### src/rtl/four_or_if.sv
// ---------------------------------------------------------------------------
// four_or_if : signal bundle for the four_or OR-tree block.
//
// Handshake: there is no valid/ready pair. Every rising clk edge with rst_n=1
// is a transfer. The master presents a/b/c/d/clr before the edge, and the
// slave's registered results appear on e/f/g/any/any_rise/evt_cnt one cycle
// later. Neither side can stall the other.
//
// Signals
//   a, b, c, d : WIDTH-bit operands            (master -> slave)
//   clr        : synchronous event-count clear (master -> slave)
//   e, f, g    : registered a|b, c|d, e|f      (slave -> master)
//   any        : registered |(a|b|c|d)         (slave -> master)
//   any_rise   : one-cycle pulse on any 0->1   (slave -> master)
//   evt_cnt    : saturating count of rises     (slave -> master)
// ---------------------------------------------------------------------------
interface four_or_if #(
   parameter int WIDTH = 1,
   parameter int CNT_W = 8
) ();

   logic [WIDTH-1:0] a;
   logic [WIDTH-1:0] b;
   logic [WIDTH-1:0] c;
   logic [WIDTH-1:0] d;
   logic             clr;
   logic [WIDTH-1:0] e;
   logic [WIDTH-1:0] f;
   logic [WIDTH-1:0] g;
   logic             any;
   logic             any_rise;
   logic [CNT_W-1:0] evt_cnt;

   // Stimulus side: drives operands and clear, observes results.
   modport master (
      output a, b, c, d, clr,
      input  e, f, g, any, any_rise, evt_cnt
   );

   // Block side: consumes operands and clear, drives results.
   modport slave (
      input  a, b, c, d, clr,
      output e, f, g, any, any_rise, evt_cnt
   );

endinterface

### src/rtl/four_or.sv
// ---------------------------------------------------------------------------
// four_or : registered bitwise OR tree over four WIDTH-bit operands.
//
// Produces the two pair results (e = a|b, f = c|d) and the final result
// (g = e|f), all registered with one cycle of latency. An "any bit set" flag
// follows g, any_rise pulses for one cycle when that flag goes 0->1, and
// evt_cnt counts those pulses, saturating at all-ones.
//
// Ports
//   clk    : system clock, all state updates on the rising edge
//   rst_n  : asynchronous active-low reset, clears every register
//   bus    : four_or_if slave modport (operands, clr and registered results)
// ---------------------------------------------------------------------------
module four_or #(
   parameter int WIDTH = 1,
   parameter int CNT_W = 8
) (
   input  logic        clk,
   input  logic        rst_n,
   four_or_if.slave    bus
);

   logic [WIDTH-1:0] e_n;
   logic [WIDTH-1:0] f_n;
   logic [WIDTH-1:0] g_n;
   logic             any_n;
   logic             rise_n;

   logic [WIDTH-1:0] e_q;
   logic [WIDTH-1:0] f_q;
   logic [WIDTH-1:0] g_q;
   logic             any_q;
   logic             any_rise_q;
   logic [CNT_W-1:0] evt_cnt_q;

   // Combinational OR tree. any_n is taken from g_n (next value), so the
   // registered any always agrees with the registered g.
   always_comb begin
      e_n    = bus.a | bus.b;
      f_n    = bus.c | bus.d;
      g_n    = e_n | f_n;
      any_n  = |g_n;
      // Rise is judged against the currently registered flag, so after reset
      // (any_q = 0) the first nonzero input cycle counts as a rise.
      rise_n = any_n & ~any_q;
   end

   always_ff @(posedge clk or negedge rst_n) begin
      if (!rst_n) begin
         e_q        <= '0;
         f_q        <= '0;
         g_q        <= '0;
         any_q      <= 1'b0;
         any_rise_q <= 1'b0;
      end else begin
         e_q        <= e_n;
         f_q        <= f_n;
         g_q        <= g_n;
         any_q      <= any_n;
         any_rise_q <= rise_n;
      end
   end

   // Event counter. clr wins over a coincident rise, dropping that event;
   // at all-ones the counter holds rather than wrapping.
   always_ff @(posedge clk or negedge rst_n) begin
      if (!rst_n) begin
         evt_cnt_q <= '0;
      end else if (bus.clr) begin
         evt_cnt_q <= '0;
      end else if (rise_n && (evt_cnt_q != {CNT_W{1'b1}})) begin
         evt_cnt_q <= evt_cnt_q + CNT_W'(1);
      end
   end

   assign bus.e        = e_q;
   assign bus.f        = f_q;
   assign bus.g        = g_q;
   assign bus.any      = any_q;
   assign bus.any_rise = any_rise_q;
   assign bus.evt_cnt  = evt_cnt_q;

endmodule

### src/flat_wrapper.sv
// flat-port wrapper written by rule: the top's interface ports become plain ports
module four_or_flat 
#(
   parameter int WIDTH = 1,
   parameter int CNT_W = 8
)
  (clk, rst_n, bus_a, bus_b, bus_c, bus_d, bus_clr, bus_e, bus_f, bus_g, bus_any, bus_any_rise, bus_evt_cnt);
  four_or_if #(.WIDTH(WIDTH), .CNT_W(CNT_W)) bus_i ();
  input  logic clk;
  input  logic rst_n;
  input wire logic [$bits(bus_i.a)-1:0] bus_a;
  input wire logic [$bits(bus_i.b)-1:0] bus_b;
  input wire logic [$bits(bus_i.c)-1:0] bus_c;
  input wire logic [$bits(bus_i.d)-1:0] bus_d;
  input wire logic [$bits(bus_i.clr)-1:0] bus_clr;
  output wire logic [$bits(bus_i.e)-1:0] bus_e;
  output wire logic [$bits(bus_i.f)-1:0] bus_f;
  output wire logic [$bits(bus_i.g)-1:0] bus_g;
  output wire logic [$bits(bus_i.any)-1:0] bus_any;
  output wire logic [$bits(bus_i.any_rise)-1:0] bus_any_rise;
  output wire logic [$bits(bus_i.evt_cnt)-1:0] bus_evt_cnt;
  assign bus_i.a = bus_a;
  assign bus_i.b = bus_b;
  assign bus_i.c = bus_c;
  assign bus_i.d = bus_d;
  assign bus_i.clr = bus_clr;
  assign bus_e = bus_i.e;
  assign bus_f = bus_i.f;
  assign bus_g = bus_i.g;
  assign bus_any = bus_i.any;
  assign bus_any_rise = bus_i.any_rise;
  assign bus_evt_cnt = bus_i.evt_cnt;
  four_or #(.WIDTH(WIDTH), .CNT_W(CNT_W)) u_core (.clk(clk), .rst_n(rst_n), .bus(bus_i));
endmodule
### config.mk
export PLATFORM = sky130hd
export DESIGN_NAME = four_or_flat
export DESIGN_NICKNAME = d
export VERILOG_FILES = /design/src/rtl/four_or_if.sv /design/src/rtl/four_or.sv /design/src/flat_wrapper.sv
export SDC_FILE = /design/constraint.sdc
export NUM_CORES = 1
export LEC_CHECK = 0
export BUFFER_PORTS_ARGS = -buffer_cell sky130_fd_sc_hd__buf_2
export CAP_MARGIN = 0
export CORE_AREA = 2 2 40 42
export DETAILED_ROUTE_END_ITERATION = 10
export DIE_AREA = 0 0 42 44
export PLACE_DENSITY = 0.68
export SLEW_MARGIN = 40
export SYNTH_ARGS = -nofsm -noshare
export SYNTH_HDL_FRONTEND = slang
export SYNTH_SLANG_ARGS = --single-unit
export TNS_END_PERCENT = 1
### constraint.sdc
create_clock -name clk -period 1.9 [get_ports clk]
set_clock_uncertainty 0.15 [all_clocks]
set_input_delay 0.285 -clock clk [delete_from_list [all_inputs] [get_ports clk]]
set_output_delay 0.285 -clock clk [all_outputs]
set_load 0.05 [all_outputs]
==> impl_metrics.yaml, run 1 <==
power_and_ir_drop:
  pwr-share-seq_pct: 50.5
  p_int_uw: 391
  worst_ir_drop_vdd_v: 0.000387
  switching_share_pct: 24.7
  power.density_mw_per_mm2: 685
  p_leak_uw: 0.000370
  combPwrFrac_pct: 9.9
  p_switching_uw: 128
  clkPwrFrac_pct: 39.7
yosys:
  yosysTopAreaCellShare_pct: 51.1
  synth-edff-count: 0
  synth_fa_ha_area_share_pct: 2.13
  async_reset_ff_share_pct: 100
  syn-num-nets: 64
  syn_avg_cell_area_um2: 10.5
  ys_seq_area_share_pct: 51.1
  synth_top_family_by_area: "simple AND/OR/NAND/NOR gates"
  yosys-top-cells-count: "dfrtp_1 (12), nor2_1 (8), nand4_1 (4)"
  synth.distinct_cells: 26
  synth_compound_area_share_pct: 5.96
  yosys_warnings: 0
  synth_most_common_cell: "dfrtp_1"
  synth_area_leaders: "dfrtp_1 (51%), nor2_1 (5.1%), nand4_1 (4.3%)"
  synthSimpleGateAreaFrac_pct: 28.9
  synth_top_area_cell: "dfrtp_1"
  synth_top_flop_cell: "dfrtp_1"
  muxShareOfSynthArea_pct: 7.23
  synth_area_um2: 588
  syn_inst: 56
  synth-xor-area-share_pct: 1.49
  ys_ff_latch: 12
global_route:
  overflow: 0
  use_met2_pct: 22.8
  busiest_layer: "met2"
  antenna_found_initial: 0
  grt_max_degree: 13
  grtUsageMet3_pct: 2.92
  gr-usage-all-layers_pct: 16.0
  gr-usage-met1_pct: 21.4
  grt_pass1_wl_um: 2160
  grt_pass1_vias: 461
sta:
  tightest_slew_ns: 0.323
  finalSetupViolCount: 0
  period_share_pct: 93.4
  timing.final.hold_violations: 0
  tns_ns: 0
  grt_setup_unrepaired: "false"
  max_slew_margin_pct: 78.2
  min_period_ns: 1.77
  clock.fmax_ghz: 0.564
  slew_viol_final: 0
route:
  wl_per_cell_um: 13.0
  firstDrtPassIters: 4
  ant_nets: 0
  num_vias: 491
  wl_um: 1250
  drt-initial-drc-count: 14
  drc: 0
  via_per_inst: 5.11
run:
  maxCapViolations: 0
floorplan:
  boundaryPins: 20
  dieArea_mm2: 0.00185
  coreArea_mm2: 0.00142
  core.rowCount: 14
  die_h_um: 44
  initial_core_util_pct: 41.4
  die_w_um: 42
finish:
  nets: 89
  drive_gt1_share_pct: 42.5
  final_core_util_pct: 53.4
  areaGrowthSynthToFinish_pct: 28.7
  antenna_cells: 0
  fin_area_um2: 757
setup_path:
  cp_max_fo: 6
  cpPeakStageDelay_ns: 0.44
  rr_worst_depth: 5
  worstPathArrival_ns: 1.79
  critPathKind: "register to register"
  critical_path.most_common_cell: "nand4_1"
  reg2reg_slack_ns: 0.13
  crit_slowest_cell: "dfrtp_2"
  path_cells: "ha_1 > nand4_1 > o211a_2 > nand4_1 > mux2_1"
  required_ns: 1.91
  rr_endpoint: "u_core.bus.evt_cnt[5]"
  cp-end-kind: "register"
  r2r-start: "u_core.bus.evt_cnt[0]"
  cp-start-kind: "register"
  crit_start: "u_core.bus.evt_cnt[0]"
place:
  port_buffers: 19
  gp_congestion: 0.760
  dpl_cell_area_um2: 711
  dp_hpwl_um: 928
outcome:
  outcome: "completed"
clock_tree:
  cts_made_buffers: 3
  clkTransAtPathRegs_ns: 0.08
  cts_root_buffer: "clkbuf_4"
  insertion_delay_ns: 0.27
  cts_tree: "yes"
  cts_hold_repair.buffers: 1
  cts_post_setup_buffers_inserted: 0
  clock-sinks: 12
  cts_resized: 0
  clockBufferDepth: 2
  htreeDepth: 1
min_path:
  min_path_cells: 2
  hold_class: "input pin to register"
  min-delay-start: "bus_b"
  min_to: "u_core.bus.e"
[registers in the layout, indices dropped and copies added, names as in the netlist]
name,flops
u_core.bus.evt_cnt,8
u_core.bus.f,1
u_core.bus.g,1
u_core.bus.any_rise,1
u_core.bus.e,1
[routing by layer]
layer	share of wire, %	vias up	wire [um]
met5	0	-	0
met4	1.4	0	18
met3	5.4	2	68
met2	47	19	592
met1	46	220	572
li1	-	250	-
[power by group through the flow]
| stage | clock (uW) | combinational, uW | sequential [uW] |
|---|---|---|---|
| finish | 206 | 51.3 | 262 |
| global route | 223 | 55.6 | 263 |
| CTS | 211 | 52.1 | 262 |
| detailed placement | 0 | 50.5 | 267 |
| global placement | 0 | 49.3 | 267 |
| floorplan | 0 | 14.3 | 282 |
[layout by cell type (no fill, tap or decap), types with 2 or more instances in the layout]
master / Yosys / final
mux2i_1: 2 / 2
nand4_1: 4 / 4
nor3_1: 3 / 3
clkbuf_4: 0 / 3
and3_1: 3 / 3
buf_4: 1 / 2
mux2_1: 2 / 2
buf_2: 0 / 19
nand2_1: 2 / 2
or2_2: 2 / 2
nor2_1: 8 / 8
dfrtp_2: 0 / 3
nor2b_1: 2 / 2
dfrtp_1: 12 / 9
[metrics by stage]
step	hold WS, ns	total power [uW]	setup WS, ns	instances
finish	0.108	519	0.126	96
global route	0.0984	541	0.0295	96
CTS	0.102	525	0.127	96
detailed placement	0.0323	317	0.147	91
global placement	0.0258	316	0.186	91
floorplan	-0.161	296	0.00438	56
[cell families after synthesis]
logic type	count (synthesis)
buffers and inverters	4
and+or+nand+nor	29
muxes	4
adders and majority gates	1
DFF	12
AOI/OAI and AO/OA	5
xor gates and xnor gates	1
[worst max-delay path, delay by kind of cell, from the launching register on]
kind	cells	cell delay, ns
mux	1	0.31
compound gates	1	0.27
flops	1	0.44
fa+ha+maj	1	0.26
simple gates	2	0.24
[layout make-up]
class | instances | area (um^2)
clock buffers | 4 | 36.3
fillers | 132 | 662
inverters | 2 | 7.51
multi-input cells | 40 | 269
flip-flops and latches | 12 | 304
well taps | 16 | 20.0
repair buffers | 22 | 120
[worst max-delay path by stage]
stage / to / slack, ns / depth (start not counted)
floorplan: u_core.bus.evt_cnt[5] / 0.004 / 5
global placement: u_core.bus.evt_cnt[4] / 0.19 / 5
detailed placement: u_core.bus.evt_cnt[4] / 0.15 / 5
CTS: u_core.bus.evt_cnt[5] / 0.13 / 5
global route: u_core.bus.evt_cnt[5] / 0.03 / 5
finish: u_core.bus.evt_cnt[5] / 0.13 / 5
Power figures use the tool's default switching activity.
==> run 2, diff against run 1 <==
==> constraint.sdc (replaced) <==
create_clock -name clk -period 1.9 [get_ports clk]
set_clock_uncertainty 0.15 [all_clocks]
set_input_delay 0.38 -clock clk [delete_from_list [all_inputs] [get_ports clk]]
set_output_delay 0.38 -clock clk [all_outputs]
set_load 0.005 [all_outputs]
==> impl_metrics.yaml, run 2 (synthesis results as in run 1) <==
outcome:
  outcome: "completed"
finish:
  drive_gt1_share_pct: 40.0
  antenna_cells: 0
  final_common_cell: "buf_2"
  layout_common_cells: "buf_2 (19), dfrtp_1 (12), nor2_1 (8)"
  nets: 89
  largest_reg_flops: 8
  areaGrowthSynthToFinish_pct: 28.5
sta:
  finalSetupViolCount: 0
  period_share_pct: 95.5
  grt_setup_unrepaired: "false"
  slew_viol_final: 0
  timing.final.hold_violations: 0
  tightest_slew_ns: 0.310
  min_period_ns: 1.81
  tns_ns: 0
  clock.fmax_ghz: 0.551
  max_slew_margin_pct: 79.2
global_route:
  overflow: 0
  grt_pass1_wl_um: 1990
  grt_max_degree: 13
  antenna_found_initial: 0
  grt_pass1_vias: 452
  gr-usage-all-layers_pct: 14.2
clock_tree:
  cts_tree: "yes"
  cts_made_buffers: 3
  clockBufferDepth: 2
  clkTransAtPathRegs_ns: 0.08
  insertion_delay_ns: 0.27
  cts_post_setup_buffers_inserted: 0
  htreeDepth: 1
  cts_root_buffer: "clkbuf_4"
  clock-sinks: 12
route:
  ant_nets: 0
  via_per_inst: 5.24
  drc: 0
  drt-initial-drc-count: 11
  wl_per_cell_um: 12.3
  num_vias: 503
  wl_um: 1180
  firstDrtPassIters: 4
run:
  maxCapViolations: 0
setup_path:
  cp-end-kind: "register"
  required_ns: 1.91
  rr_endpoint: "u_core.bus.evt_cnt[5]"
  crit_start: "u_core.bus.evt_cnt[0]"
  critPathKind: "register to register"
  r2r-start: "u_core.bus.evt_cnt[0]"
  cp-start-kind: "register"
  worstPathArrival_ns: 1.82
  rr_worst_depth: 5
  cp_max_fo: 6
  reg2reg_slack_ns: 0.09
floorplan:
  dieArea_mm2: 0.00185
  die_w_um: 42
  coreArea_mm2: 0.00142
  initial_core_util_pct: 41.4
  boundaryPins: 20
  core.rowCount: 14
  die_h_um: 44
min_path:
  min_path_cells: 3
  hold_class: "input pin to register"
  min-delay-start: "bus_c"
  min_to: "u_core.bus.g"
power_and_ir_drop:
  power.density_mw_per_mm2: 658
  power_uw: 497
  p_leak_uw: 0.000372
  worst_ir_drop_vdd_v: 0.000415
place:
  dp_hpwl_um: 890
  gp_congestion: 0.818
  port_buffers: 19
run 2: changes by cell type in the layout (fill, tap and decap cells not counted):
cell     previous run  this run
dfrtp_2             3         0
ha_2                0         1
dfrtp_1             9        12
ha_1                1         0
run 2: where the power goes:
group	internal, uW	switching, uW
sequential	259	2.61
combinational	15.1	18.9
clock	116	85.3
run 2: how the worst max path moves through the flow:
stage / endpoint / depth (start not counted)
after floorplan: u_core.bus.evt_cnt[5] / 5
after CTS: u_core.bus.evt_cnt[5] / 5
final: u_core.bus.evt_cnt[5] / 5
after global placement: u_core.bus.evt_cnt[5] / 5
after detailed placement: u_core.bus.evt_cnt[5] / 5
after global routing: u_core.bus.evt_cnt[5] / 5
run 2: area by class of cell:
| class | instances | area, um^2 |
|---|---|---|
| clock buffers | 4 | 36.3 |
| fillers | 129 | 663 |
| inverters | 2 | 7.51 |
| multi-input cells | 40 | 272 |
| flip-flops and latches | 12 | 300 |
| well taps | 16 | 20.0 |
| repair buffers | 22 | 120 |
run 2: per-stage QoR:
step,hold WS (ns),instances,worst slack [ns],utilization (%),area (um^2)
2_1_floorplan,-0.0656,56,0.203,-,588
3_3_place_gp,0.122,91,0.128,49.8,707
3_5_place_dp,0.123,91,0.0477,49.8,707
4_1_cts,0.185,96,0.0411,53.1,753
5_1_grt,0.194,96,0.0130,53.3,756
6_report,0.189,96,0.0858,53.3,756
run 2: per-layer routing:
| layer | track usage [%] | vias up | share of wire, % |
|---|---|---|---|
| met1 | 19.1 | 243 | 47 |
| met2 | 22.8 | 9 | 49 |
| met4 | 5.81 | 0 | 0 |
| li1 | - | 251 | - |
| met3 | 2.50 | 0 | 4.2 |
| met5 | 0 | - | 0 |
run 2: timing repair:
action / CTS / global route
endpoints found under the hold margin: 12 / 0
hold buffers: 1 / 0
setup endpoints to repair: 0 / 1
resized for setup: 0 / 1
run 2: worst max-delay path, stage by stage (launching register included):
cell	delay (ns)
dfrtp_1	0.43
ha_2	0.26
nand4_1	0.11
o211a_2	0.31
nand4_1	0.12
mux2_1	0.32
==> run 3, diff against run 2 <==
- CORE_AREA: 2 2 40 42 -> 2 2 41 43
- DIE_AREA: 0 0 42 44 -> 0 0 43 45
- clock period: 1.9 -> 1.57 ns (I/O delays scaled with it)
==> impl_metrics.yaml, run 3 (synthesis results as in run 1) <==
sta:
  grt_setup_unrepaired: "true"
  max_slew_margin_pct: 80.6
  tns_ns: -0.00708
  tightest_slew_ns: 0.290
  timing.final.hold_violations: 0
  period_share_pct: 100
  finalSetupViolCount: 2
  min_period_ns: 1.57
  setup_ws_ns: -0.00490
  clock.fmax_ghz: 0.635
  slew_viol_final: 0
global_route:
  overflow: 0
  grt_pass1_vias: 496
  grt_pass1_wl_um: 2150
  grt_max_degree: 13
  antenna_found_initial: 0
  gr-usage-all-layers_pct: 15.3
route:
  drc: 0
  num_vias: 539
  wl_per_cell_um: 11.9
  firstDrtPassIters: 4
  via_per_inst: 4.99
  wl_um: 1280
  drt-initial-drc-count: 11
  ant_nets: 0
setup_path:
  rr_worst_depth: 5
  rr_endpoint: "u_core.bus.evt_cnt[5]"
  worstPathArrival_ns: 1.58
  cp-start-kind: "register"
  required_ns: 1.58
  r2r-start: "u_core.bus.evt_cnt[1]"
  cp-end-kind: "register"
  critPathKind: "register to register"
  reg2reg_slack_ns: -0.005
  cp_max_fo: 4
power_and_ir_drop:
  p_switching_uw: 135
  combPwrFrac_pct: 7.7
  power.density_mw_per_mm2: 705
  p_int_uw: 476
  switching_share_pct: 22.1
  pwr-share-seq_pct: 51.6
  power_uw: 611
  p_leak_uw: 0.000442
  worst_ir_drop_vdd_v: 0.000414
  clkPwrFrac_pct: 40.7
finish:
  areaGrowthSynthToFinish_pct: 47.4
  fin_area_um2: 867
  largest_reg_flops: 8
  fill_cells: 144
  final_cells: 108
  final_common_cell: "buf_2"
  layout_common_cells: "buf_2 (19), buf_4 (14), dfrtp_1 (12)"
  nets: 101
  drive_gt1_share_pct: 51.1
  final_core_util_pct: 58.9
  antenna_cells: 0
place:
  dp.cells: 102
  gp_congestion: 0.747
  dp_hpwl_um: 962
  port_buffers: 19
  dpl_cell_area_um2: 800
floorplan:
  boundaryPins: 20
  initial_core_util_pct: 40.0
  die_h_um: 45
  coreArea_mm2: 0.00147
  dieArea_mm2: 0.00194
  core.rowCount: 14
  die_w_um: 43
clock_tree:
  cts_root_buffer: "clkbuf_4"
  clkTransAtPathRegs_ns: 0.08
  cts_tree: "yes"
  clockBufferDepth: 2
  cts_made_buffers: 3
  insertion_delay_ns: 0.27
  clock-sinks: 12
  htreeDepth: 1
outcome:
  outcome: "finished with violations"
  violations: "setup timing"
run:
  maxCapViolations: 0
min_path:
  min-delay-start: "bus_a"
  min_path_cells: 2
  hold_class: "input pin to register"
  min_to: "u_core.bus.e"
==> run 3: worst max path at each step <==
| stage | start | to |
|---|---|---|
| 3_5_place_dp | bus_b | u_core.bus.evt_cnt[5] |
| 6_report | u_core.bus.evt_cnt[1] | u_core.bus.evt_cnt[5] |
| 5_1_grt | u_core.bus.evt_cnt[1] | u_core.bus.evt_cnt[4] |
| 2_1_floorplan | u_core.bus.evt_cnt[0] | u_core.bus.evt_cnt[5] |
| 4_1_cts | u_core.bus.evt_cnt[0] | u_core.bus.evt_cnt[5] |
| 3_3_place_gp | bus_b | u_core.bus.evt_cnt[5] |
==> run 3: layer usage <==
metal	wire [um]	track usage, %	up-vias	share of wire, %
li1	-	-	274	-
met1	641	19.8	248	50
met2	567	24.2	15	44
met3	52	2.40	2	4.1
met4	19	9.09	0	1.5
met5	0	0	-	0
==> run 3: cell type report <==
| class | instances | area (um^2) | share of cell area [%] |
|---|---|---|---|
| Multi-Input combinational cell | 40 | 293 | 33.8 |
| Timing Repair Buffer | 34 | 210 | 24.2 |
| Clock buffer | 4 | 36.3 | 4.18 |
| Inverter | 2 | 7.51 | 0.866 |
| Sequential cell | 12 | 300 | 34.6 |
| Tap cell | 16 | 20.0 | 2.31 |
==> run 3: worst max-delay path, cell delays in order, from the launching register on <==
cell and delay (ns):
dfrtp_1 0.36, ha_2 0.18, nand4_1 0.10, o211a_4 0.26, nand4_1 0.11, mux2_4 0.30
==> run 3: per-stage QoR <==
stage | setup WS [ns] | hold slack [ns]
2_1_floorplan | -0.103 | -0.132
3_3_place_gp | -0.0646 | 0.0573
3_5_place_dp | -0.0884 | 0.0607
4_1_cts | -0.0157 | 0.121
5_1_grt | -0.0669 | 0.129
6_report | -0.00490 | 0.126
==> run 3: power by group through the flow <==
stage,clock network (uW),registers (uW),logic (uW)
5_1_grt,263,316,52.8
3_5_place_dp,0,322,44.9
6_report,249,316,46.8
4_1_cts,254,316,47.3
2_1_floorplan,0,324,15.8
3_3_place_gp,0,322,44.4
==> run 3: what timing repair did <==
| action | 4_1_cts | 5_1_grt |
|---|---|---|
| hold buffers | 1 | 0 |
| resized for setup | 2 | 1 |
| setup endpoints to repair | 2 | 4 |
| buffers inserted | 1 | 0 |
| hold endpoints to repair | 12 | 0 |
